File: src/rtl/rand_coord_gen.sv
// rand_coord_gen
// Pseudo-random grid-coordinate source for the snake playfield. A 16-bit
// Galois LFSR is seeded from a free-running entropy counter on the first
// start press and produces (X,Y) pairs confined to X in 1..14, Y in 1..10.
// Off-grid candidates are dropped, so the outputs only ever show legal cells.
//
// Ports
//   clk      in   system clock
//   nRst     in   synchronous active-low reset
//   seed_en  in   raw start/button level (asynchronous); rising edge seeds
//   advance  in   step enable for the LFSR
//   s_reset  in   game restart; back to IDLE, valid cleared
//   randX    out  current X coordinate (1..14)
//   randY    out  current Y coordinate (1..10)
//   valid    out  an in-range coordinate has been produced since last seed
//
// Build option
//   RAND_COORD_FIXED_SEED_EN  when defined, every seed load uses SEED_CONST
//                             instead of the entropy counter.
//
// state | meaning
// ------+-----------------------------------------------------------
// IDLE  | waiting for a start press; LFSR and outputs frozen, valid=0
// RUN   | seeded; LFSR steps on advance, in-range candidates published
module rand_coord_gen #(
    parameter int                 LFSR_W     = 16,
    parameter logic [LFSR_W-1:0]  SEED_CONST = 16'hACE1
) (
    input  logic       clk,
    input  logic       nRst,
    input  logic       seed_en,
    input  logic       advance,
    input  logic       s_reset,
    output logic [3:0] randX,
    output logic [3:0] randY,
    output logic       valid
);

    localparam logic [LFSR_W-1:0] TAPS = 16'hB400;

    typedef enum logic {
        IDLE = 1'b0,
        RUN  = 1'b1
    } state_t;

    state_t             state_q, state_d;
    logic [LFSR_W-1:0]  lfsr_q, lfsr_d;
    logic [LFSR_W-1:0]  ent_q, ent_d;
    logic               s1_q, s2_q, s3_q;
    logic [3:0]         x_q, x_d;
    logic [3:0]         y_q, y_d;
    logic               valid_q, valid_d;

    logic               rise;
    logic [LFSR_W-1:0]  nxt;
    logic [LFSR_W-1:0]  seed_val;
    logic [3:0]         cx, cy;
    logic               accept;

    assign rise = s2_q & ~s3_q;
    assign nxt  = (lfsr_q >> 1) ^ (lfsr_q[0] ? TAPS : '0);
    assign cx   = nxt[3:0];
    assign cy   = nxt[7:4];
    assign accept = (cx >= 4'd1) && (cx <= 4'd14) && (cy >= 4'd1) && (cy <= 4'd10);

`ifdef RAND_COORD_FIXED_SEED_EN
    assign seed_val = SEED_CONST;
`else
    // A press at ent == SEED_CONST would seed the all-zero lock-up state.
    logic [LFSR_W-1:0] mix;
    assign mix      = ent_q ^ SEED_CONST;
    assign seed_val = (mix == '0) ? SEED_CONST : mix;
`endif

    always_comb begin
        state_d = state_q;
        lfsr_d  = lfsr_q;
        ent_d   = ent_q + 1'b1;
        x_d     = x_q;
        y_d     = y_q;
        valid_d = valid_q;

        if (s_reset) begin
            state_d = IDLE;
            valid_d = 1'b0;
        end else begin
            case (state_q)
                IDLE: begin
                    if (rise) begin
                        lfsr_d  = seed_val;
                        state_d = RUN;
                    end
                end
                RUN: begin
                    if (advance) begin
                        if (lfsr_q == '0) begin
                            // recovery only; counts as a rejected step
                            lfsr_d = SEED_CONST;
                        end else begin
                            lfsr_d = nxt;
                            if (accept) begin
                                x_d     = cx;
                                y_d     = cy;
                                valid_d = 1'b1;
                            end
                        end
                    end
                end
                default: state_d = IDLE;
            endcase
        end
    end

    always_ff @(posedge clk) begin
        if (!nRst) begin
            state_q <= IDLE;
            lfsr_q  <= SEED_CONST;
            ent_q   <= '0;
            s1_q    <= 1'b0;
            s2_q    <= 1'b0;
            s3_q    <= 1'b0;
            x_q     <= 4'd1;
            y_q     <= 4'd1;
            valid_q <= 1'b0;
        end else begin
            state_q <= state_d;
            lfsr_q  <= lfsr_d;
            ent_q   <= ent_d;
            s1_q    <= seed_en;
            s2_q    <= s1_q;
            s3_q    <= s2_q;
            x_q     <= x_d;
            y_q     <= y_d;
            valid_q <= valid_d;
        end
    end

    assign randX = x_q;
    assign randY = y_q;
    assign valid = valid_q;

endmodule

File: config.mk
export PLATFORM = sky130hd
export DESIGN_NAME = rand_coord_gen
export DESIGN_NICKNAME = d
export VERILOG_FILES = /design/src/rtl/rand_coord_gen.sv
export SDC_FILE = /design/constraint.sdc
export NUM_CORES = 1
export LEC_CHECK = 0
export ABC_CLOCK_PERIOD_IN_PS = 3300
export CAP_MARGIN = 25
export CELL_PAD_IN_SITES_DETAIL_PLACEMENT = 0
export CELL_PAD_IN_SITES_GLOBAL_PLACEMENT = 1
export CORE_ASPECT_RATIO = 1.2
export CORE_MARGIN = 2
export CORE_UTILIZATION = 40
export CTS_CLUSTER_SIZE = 24
export DETAILED_ROUTE_END_ITERATION = 12
export MAX_ROUTING_LAYER = met4
export PLACE_DENSITY_LB_ADDON = 0.3
export SETUP_SLACK_MARGIN = 0.05
export SKIP_LAST_GASP = 1
export SLEW_MARGIN = 25
export SYNTH_ARGS = -nofsm -noshare
export SYNTH_HDL_FRONTEND = slang
export SYNTH_SLANG_ARGS = --single-unit
File: constraint.sdc
create_clock -name clk -period 3.3 [get_ports clk]
set_input_delay 0.66 -clock clk [delete_from_list [all_inputs] [get_ports clk]]
set_output_delay 0.66 -clock clk [all_outputs]
set_load 0.1 [all_outputs]
==> results.toml, run 1 <==
[route]
vias = 1573
drt-total-wl_mm = 4.25
route.detailed.drc = 0
wire_per_inst_microns = 14.2
via_per_inst = 5.26
ant_nets = 0
dr.pass1.iters = 4
drtIter0Drc = 69

[logic_synthesis]
async_flop_share_pct = 0
yosysSeqAreaShare_pct = 44.0
yosys_warnings = 0
synth_cell_types = 41
synthTopCellsByArea = "dfxtp_1 (44%), mux2i_1 (7.3%), nor2_1 (4.2%), nand2_1 (3.7%), and2_1 (3.4%)"
synth_top_cell_by_area = "dfxtp_1"
yosys-top-cells-count = "dfxtp_1 (45), nor2_1 (23), nand2_1 (20), mux2i_1 (15), a21oi_1 (13)"
ys_ff_latch = 45
synth_area_per_cell_sq_um = 9.03
yosysMostFrequentCell = "dfxtp_1"
synth_edf_count = 0
synth_fp_nets = 234
synth-main-ff-cell = "dfxtp_1"
yosysTopAreaCellShare_pct = 44.0
syn_area_sq_mm = 0.00205
synth_cells = 227

[cts]
clock_sinks = 45
clkLatencyLatePin_ns = 0.29
cts_tree = "done"
cts_setup_buffers = 0
ctsRootBufferMaster = "clkbuf_8"
cts_buffers = 5
h-tree-depth = 2
cts_resized = 0
cts_buffer_depth = 2
clk_pin_slew_ns = 0.08
holdBufCountCts = 0

[layout]
diodes = 0
drive_above_1_share_pct = 11.3
filler_cell_count = 480
final_util_pct = 46.3
nets = 245
areaGrowthSynthToFinish_pct = 11.7

[sta]
timing.fmax_ghz = 0.512
max_slew_margin_pct = 52.9
fin_skew_ns = 0.00370
fin_crit_sh_pct = 59.1
finalHoldViolCount = 0
slew_violations = 0
rsz0062_at_grt = "false"
final.setup.tns_ns = 0
worstMarginPinSlew_ns = 0.700
post-route-min-period_ns = 1.95
setup_violations = 0

[job]
maxCapViolCount = 0

[critical_path]
worstPathArrival_ns = 2.18
cp_max_fo = 13
cp-start-kind = "flop"
worst-setup-path-type = "flop to flop"
crit_path_end_kind = "flop"
path_cells = "nand2_1, nor4_4, mux2i_1"
cpMaxStageDelayCell = "dfxtp_1"
cp_slowest_stage_delay_ns = 0.77
required_ns = 3.53

[die]
ioPinCount = 14
start_util_pct = 41.5
rows = 28
fp.coreArea_sq_mm = 0.00494
die_h_microns = 82.4
die_w_microns = 69.3
die-area_sq_mm = 0.00571

[global_route]
antenna_found_initial = 0
track_usage_pct = 17.0
grt_max_degree = 35
grt_overflow_total = 0
grt_pass1_vias = 1558
grt_pass1_wl_mm = 7.35

[outcome]
status = "finished clean"

[power_and_ir_drop]
power.internal_uw = 729
clkPwrFrac_pct = 34.1
p_sw_share_pct = 24.2
leakagePower_uw = 0.000765
combPwrFrac_pct = 6.3
pwr_density_cell_mw_per_mm2 = 420
share_seq_of_total_power_pct = 59.6
peakVddDrop_v = 0.000186
p_switching_uw = 233

[hold_path]
hp-class = "flop to flop"

[placed_design]
gp_congestion = 0.781
io_buffers = 13
hpwl_mm = 2.94
[per-stage QoR]
stage | total power (uW) | instance area, sq um | hold slack, ns | setup slack [ns] | std cells
after floorplan | 626 | 2050 | 0.412 | 1.55 | 227
after global placement | 646 | 2210 | 0.413 | 1.10 | 291
after detailed placement | 647 | 2210 | 0.422 | 1.07 | 291
after CTS | 979 | 2290 | 0.442 | 1.31 | 299
after global routing | 1000 | 2290 | 0.451 | 1.10 | 299
final | 961 | 2290 | 0.437 | 1.35 | 299
[layout make-up]
cell class | instances | area (sq um) | share of cell area [%]
Inverter | 6 | 22.5 | 0.984
Clock inverter | 2 | 10.0 | 0.437
Sequential cell | 45 | 901 | 39.4
Clock buffer | 6 | 72.6 | 3.17
Multi-Input combinational cell | 164 | 1080 | 47.1
Tap cell | 60 | 75.1 | 3.28
Timing Repair Buffer | 16 | 130 | 5.69
[cells by family (layout without fill, tap and decap cells)]
family	count (synthesis)	in the layout	share of synthesized area [%]
flops	45	45	44.0
compound gates	47	47	14.8
simple gates	86	86	23.2
fa+ha+maj	2	2	1.22
xor+xnor	14	14	5.98
mux	15	15	7.33
buf+inv	18	30	3.48
[state kept, by name (all words and copies together) (netlist names)]
name     flops
lfsr_q      16
s2_q         1
ent_q       16
valid        1
s3_q         1
randY        4
state_q      1
s1_q         1
randX        4
[placed cells by master (no fill, tap or decap), types with 2 or more instances in the layout]
cell type | Yosys | final
and4_1 | 3 | 3
mux2i_1 | 15 | 15
o21ai_0 | 12 | 12
nor4b_1 | 3 | 3
xor2_1 | 7 | 7
or4_4 | 3 | 3
or3_1 | 2 | 2
inv_1 | 5 | 5
nand2_1 | 20 | 20
clkdlybuf4s50_1 | 0 | 4
xnor2_1 | 7 | 7
buf_4 | 1 | 12
clkinv_2 | 0 | 2
nand4_1 | 4 | 4
nor2_1 | 23 | 23
nor4_1 | 2 | 2
and3_1 | 2 | 2
a21oi_1 | 13 | 13
nor3_1 | 3 | 3
clkbuf_8 | 0 | 5
dfxtp_1 | 45 | 45
and2_1 | 11 | 11
ha_1 | 2 | 2
o21ai_1 | 8 | 8
nand3_1 | 4 | 4
a211oi_1 | 5 | 5
[path summary, 6_finish.rpt]
check                              from        to  slack (ns)  cells after the start
worst max-delay path            state_q  randX[0]        1.35                      3
worst max register to register  state_q  randX[0]        1.35                      3
worst min-delay path               s1_q      s2_q        0.44                      1
worst min register to register     s1_q      s2_q        0.44                      1
[critical path: cells and delay by family (launching register included)]
family           cells  cell delay, ns
AND/OR/NAND/NOR      2            0.86
multiplexers         1            0.25
flip-flops           1            0.77
[layer usage]
metal / vias up / global-route usage [%] / share of wire [%] / routed length, microns
li1: 827 / - / - / -
met1: 726 / 18.7 / 46 / 1940
met2: 16 / 30.8 / 50 / 2140
met3: 4 / 3.64 / 2.6 / 110
met4: 0 / 5.88 / 1.5 / 65
met5: - / - / 0 / 0
[power groups by stage]
stage	clock network, uW	logic (uW)	registers (uW)
3_5_place_dp	0	61.5	586
6_report	328	60.4	573
5_1_grt	360	68.5	576
4_1_cts	345	61.6	573
3_3_place_gp	0	60.3	586
2_1_floorplan	0	46.9	579
(Power assumes the default switching activity.)
==> run 2, diff against run 1 <==
--- a/config.mk
+++ b/config.mk
@@ -5,7 +5,7 @@
 export SDC_FILE = /design/constraint.sdc
 export NUM_CORES = 1
 export LEC_CHECK = 0
-export ABC_CLOCK_PERIOD_IN_PS = 3300
+export ABC_CLOCK_PERIOD_IN_PS = 1800
 export CAP_MARGIN = 25
 export CELL_PAD_IN_SITES_DETAIL_PLACEMENT = 0
 export CELL_PAD_IN_SITES_GLOBAL_PLACEMENT = 1
==> constraint.sdc (replaced) <==
create_clock -name clk -period 1.8 [get_ports clk]
set_input_delay 0.36 -clock clk [delete_from_list [all_inputs] [get_ports clk]]
set_output_delay 0.36 -clock clk [all_outputs]
set_load 0.1 [all_outputs]
==> results.toml, run 2 (same netlist as run 1, synthesis figures left out) <==
[layout]
fin_cells = 316
layout_common_cells = "dfxtp_1 (40), nor2_1 (23), nand2_1 (20)"
reg_top3 = "ent_q (16), lfsr_q (16)"
fin_area_sq_mm = 0.00257
nets = 263
diodes = 0
drive_above_1_share_pct = 19.5
final_common_cell = "dfxtp_1"
areaGrowthSynthToFinish_pct = 25.5

[route]
drt-total-wl_mm = 4.39
route.detailed.drc = 0
dr.pass1.iters = 4
drtIter0Drc = 60
wire_per_inst_microns = 13.9
vias = 1638
ant_nets = 0
via_per_inst = 5.18

[critical_path]
cp-start-kind = "flop"
crit_path_end_kind = "flop"
cp_slowest_stage_delay_ns = 0.54
required_ns = 1.99
worst_r2r_path_depth = 5
worst-setup-path-type = "flop to flop"
cpMaxStageDelayCell = "or4_4"
cp_max_fo = 5
cp_top_family = "compound AO/OA/AOI/OAI gates"
cp.depth = 5
worstPathArrival_ns = 1.93
path_cells = "or4_4, o41ai_4, buf_4, o221ai_2, o211a_1"
cp_num_buf_inv = 1

[sta]
max_slew_margin_pct = 75.9
timing.fmax_ghz = 0.577
fin_skew_ns = 0.00618
setup_violations = 0
rsz0062_at_grt = "true"
fin_crit_sh_pct = 96.4
worstMarginPinSlew_ns = 0.359
post-route-min-period_ns = 1.73
slew_violations = 0
finalHoldViolCount = 0

[die]
die_w_microns = 69.3
start_util_pct = 41.5
fp.coreArea_sq_mm = 0.00494
die_h_microns = 82.4
die-area_sq_mm = 0.00571
rows = 28
ioPinCount = 14

[cts]
cts_tree = "done"
cts_buffers = 5
clkLatencyLatePin_ns = 0.30
holdBufCountCts = 0
clk_pin_slew_ns = 0.08
clock_sinks = 45
h-tree-depth = 2
cts_buffer_depth = 2
ctsRootBufferMaster = "clkbuf_8"

[global_route]
grt_max_degree = 24
grt_overflow_total = 0
track_usage_pct = 17.5
antenna_found_initial = 0
grt_pass1_wl_mm = 7.58
grt_pass1_vias = 1592

[placed_design]
io_buffers = 13
hpwl_mm = 3.11
dp_cells = 306
gp_congestion = 0.768
dpl-instance-area_sq_mm = 0.00246

[outcome]
status = "finished clean"

[hold_path]
hold_depth = 1
hp-class = "flop to flop"

[power_and_ir_drop]
pwr_density_cell_mw_per_mm2 = 708
leakagePower_uw = 0.000886
peakVddDrop_v = 0.000319

[job]
maxCapViolCount = 0
==> run 2: cell types whose count changed in the layout (fill, tap and decap cells not counted), sizes merged <==
cell	delta
buf	+18
clkbuf	+1
clkinv	-2
==> run 2: where the power goes <==
group	total [uW]	internal, uW	switching, uW
Combinational	146	66.3	79.7
Sequential	1040	1020	21.3
Clock	634	305	328
Total	1820	1390	429
==> run 2: path summary, 6_finish.rpt <==
kind,start,endpoint,slack (ns)
max reg2reg,lfsr_q[0],lfsr_q[12],0.07
min reg2reg,s1_q,s2_q,0.44
max,lfsr_q[0],lfsr_q[12],0.07
min,s1_q,s2_q,0.44
==> run 2: worst register-to-register path: cells and delay by family, from the launching register on <==
| family | cells | cell delay, ns |
|---|---|---|
| AO/OA/AOI/OAI | 3 | 0.58 |
| buffers and inverters | 1 | 0.19 |
| flip-flops | 1 | 0.33 |
| AND/OR/NAND/NOR | 1 | 0.54 |
==> run 2: metal layers <==
metal	global-route usage [%]	wire, microns	vias up	part of all wire, %
met4	7.25	84	0	1.9
li1	-	-	853	-
met3	3.64	127	8	2.9
met5	-	0	-	0
met1	20.3	2080	749	47
met2	29.8	2090	28	48
==> run 2: repair_timing <==
item                       in CTS  in global routing
pin swaps                       4                  5
setup endpoints to repair       9                  9
buffers inserted                1                  1
gates resized for setup         3                  5
cloned                          1                  0
==> run 2: per-stage QoR <==
stage          total power (uW)  util (%)  hold WS (ns)  TNS [ns]  setup WS, ns
2_1_floorplan              1150         -         0.412         0        0.0648
3_3_place_gp               1210      49.8         0.414   -0.0237       -0.0237
3_5_place_dp               1210      49.8         0.419   -0.0700       -0.0697
4_1_cts                    1840      51.8         0.441         0        0.0374
5_1_grt                    1900      52.1         0.462         0        0.0123
6_report                   1820      52.1         0.437         0        0.0655
==> run 2: area by class of cell <==
type / count / area (sq um)
clock buffers: 7 / 86.3
fillers: 468 / 2370
inverters: 6 / 22.5
multi-input cells: 164 / 1080
flip-flops and latches: 45 / 907
well taps: 60 / 75.1
repair buffers: 34 / 400
==> run 3, diff against run 2 <==
--- a/config.mk
+++ b/config.mk
@@ -17,8 +17,6 @@
 export MAX_ROUTING_LAYER = met4
 export PLACE_DENSITY_LB_ADDON = 0.3
 export SETUP_SLACK_MARGIN = 0.05
-export SKIP_LAST_GASP = 1
-export SLEW_MARGIN = 25
 export SYNTH_ARGS = -nofsm -noshare
 export SYNTH_HDL_FRONTEND = slang
 export SYNTH_SLANG_ARGS = --single-unit
==> results of run 3 <==
The final DEF is identical to that of run 2; final timing and power are the same.
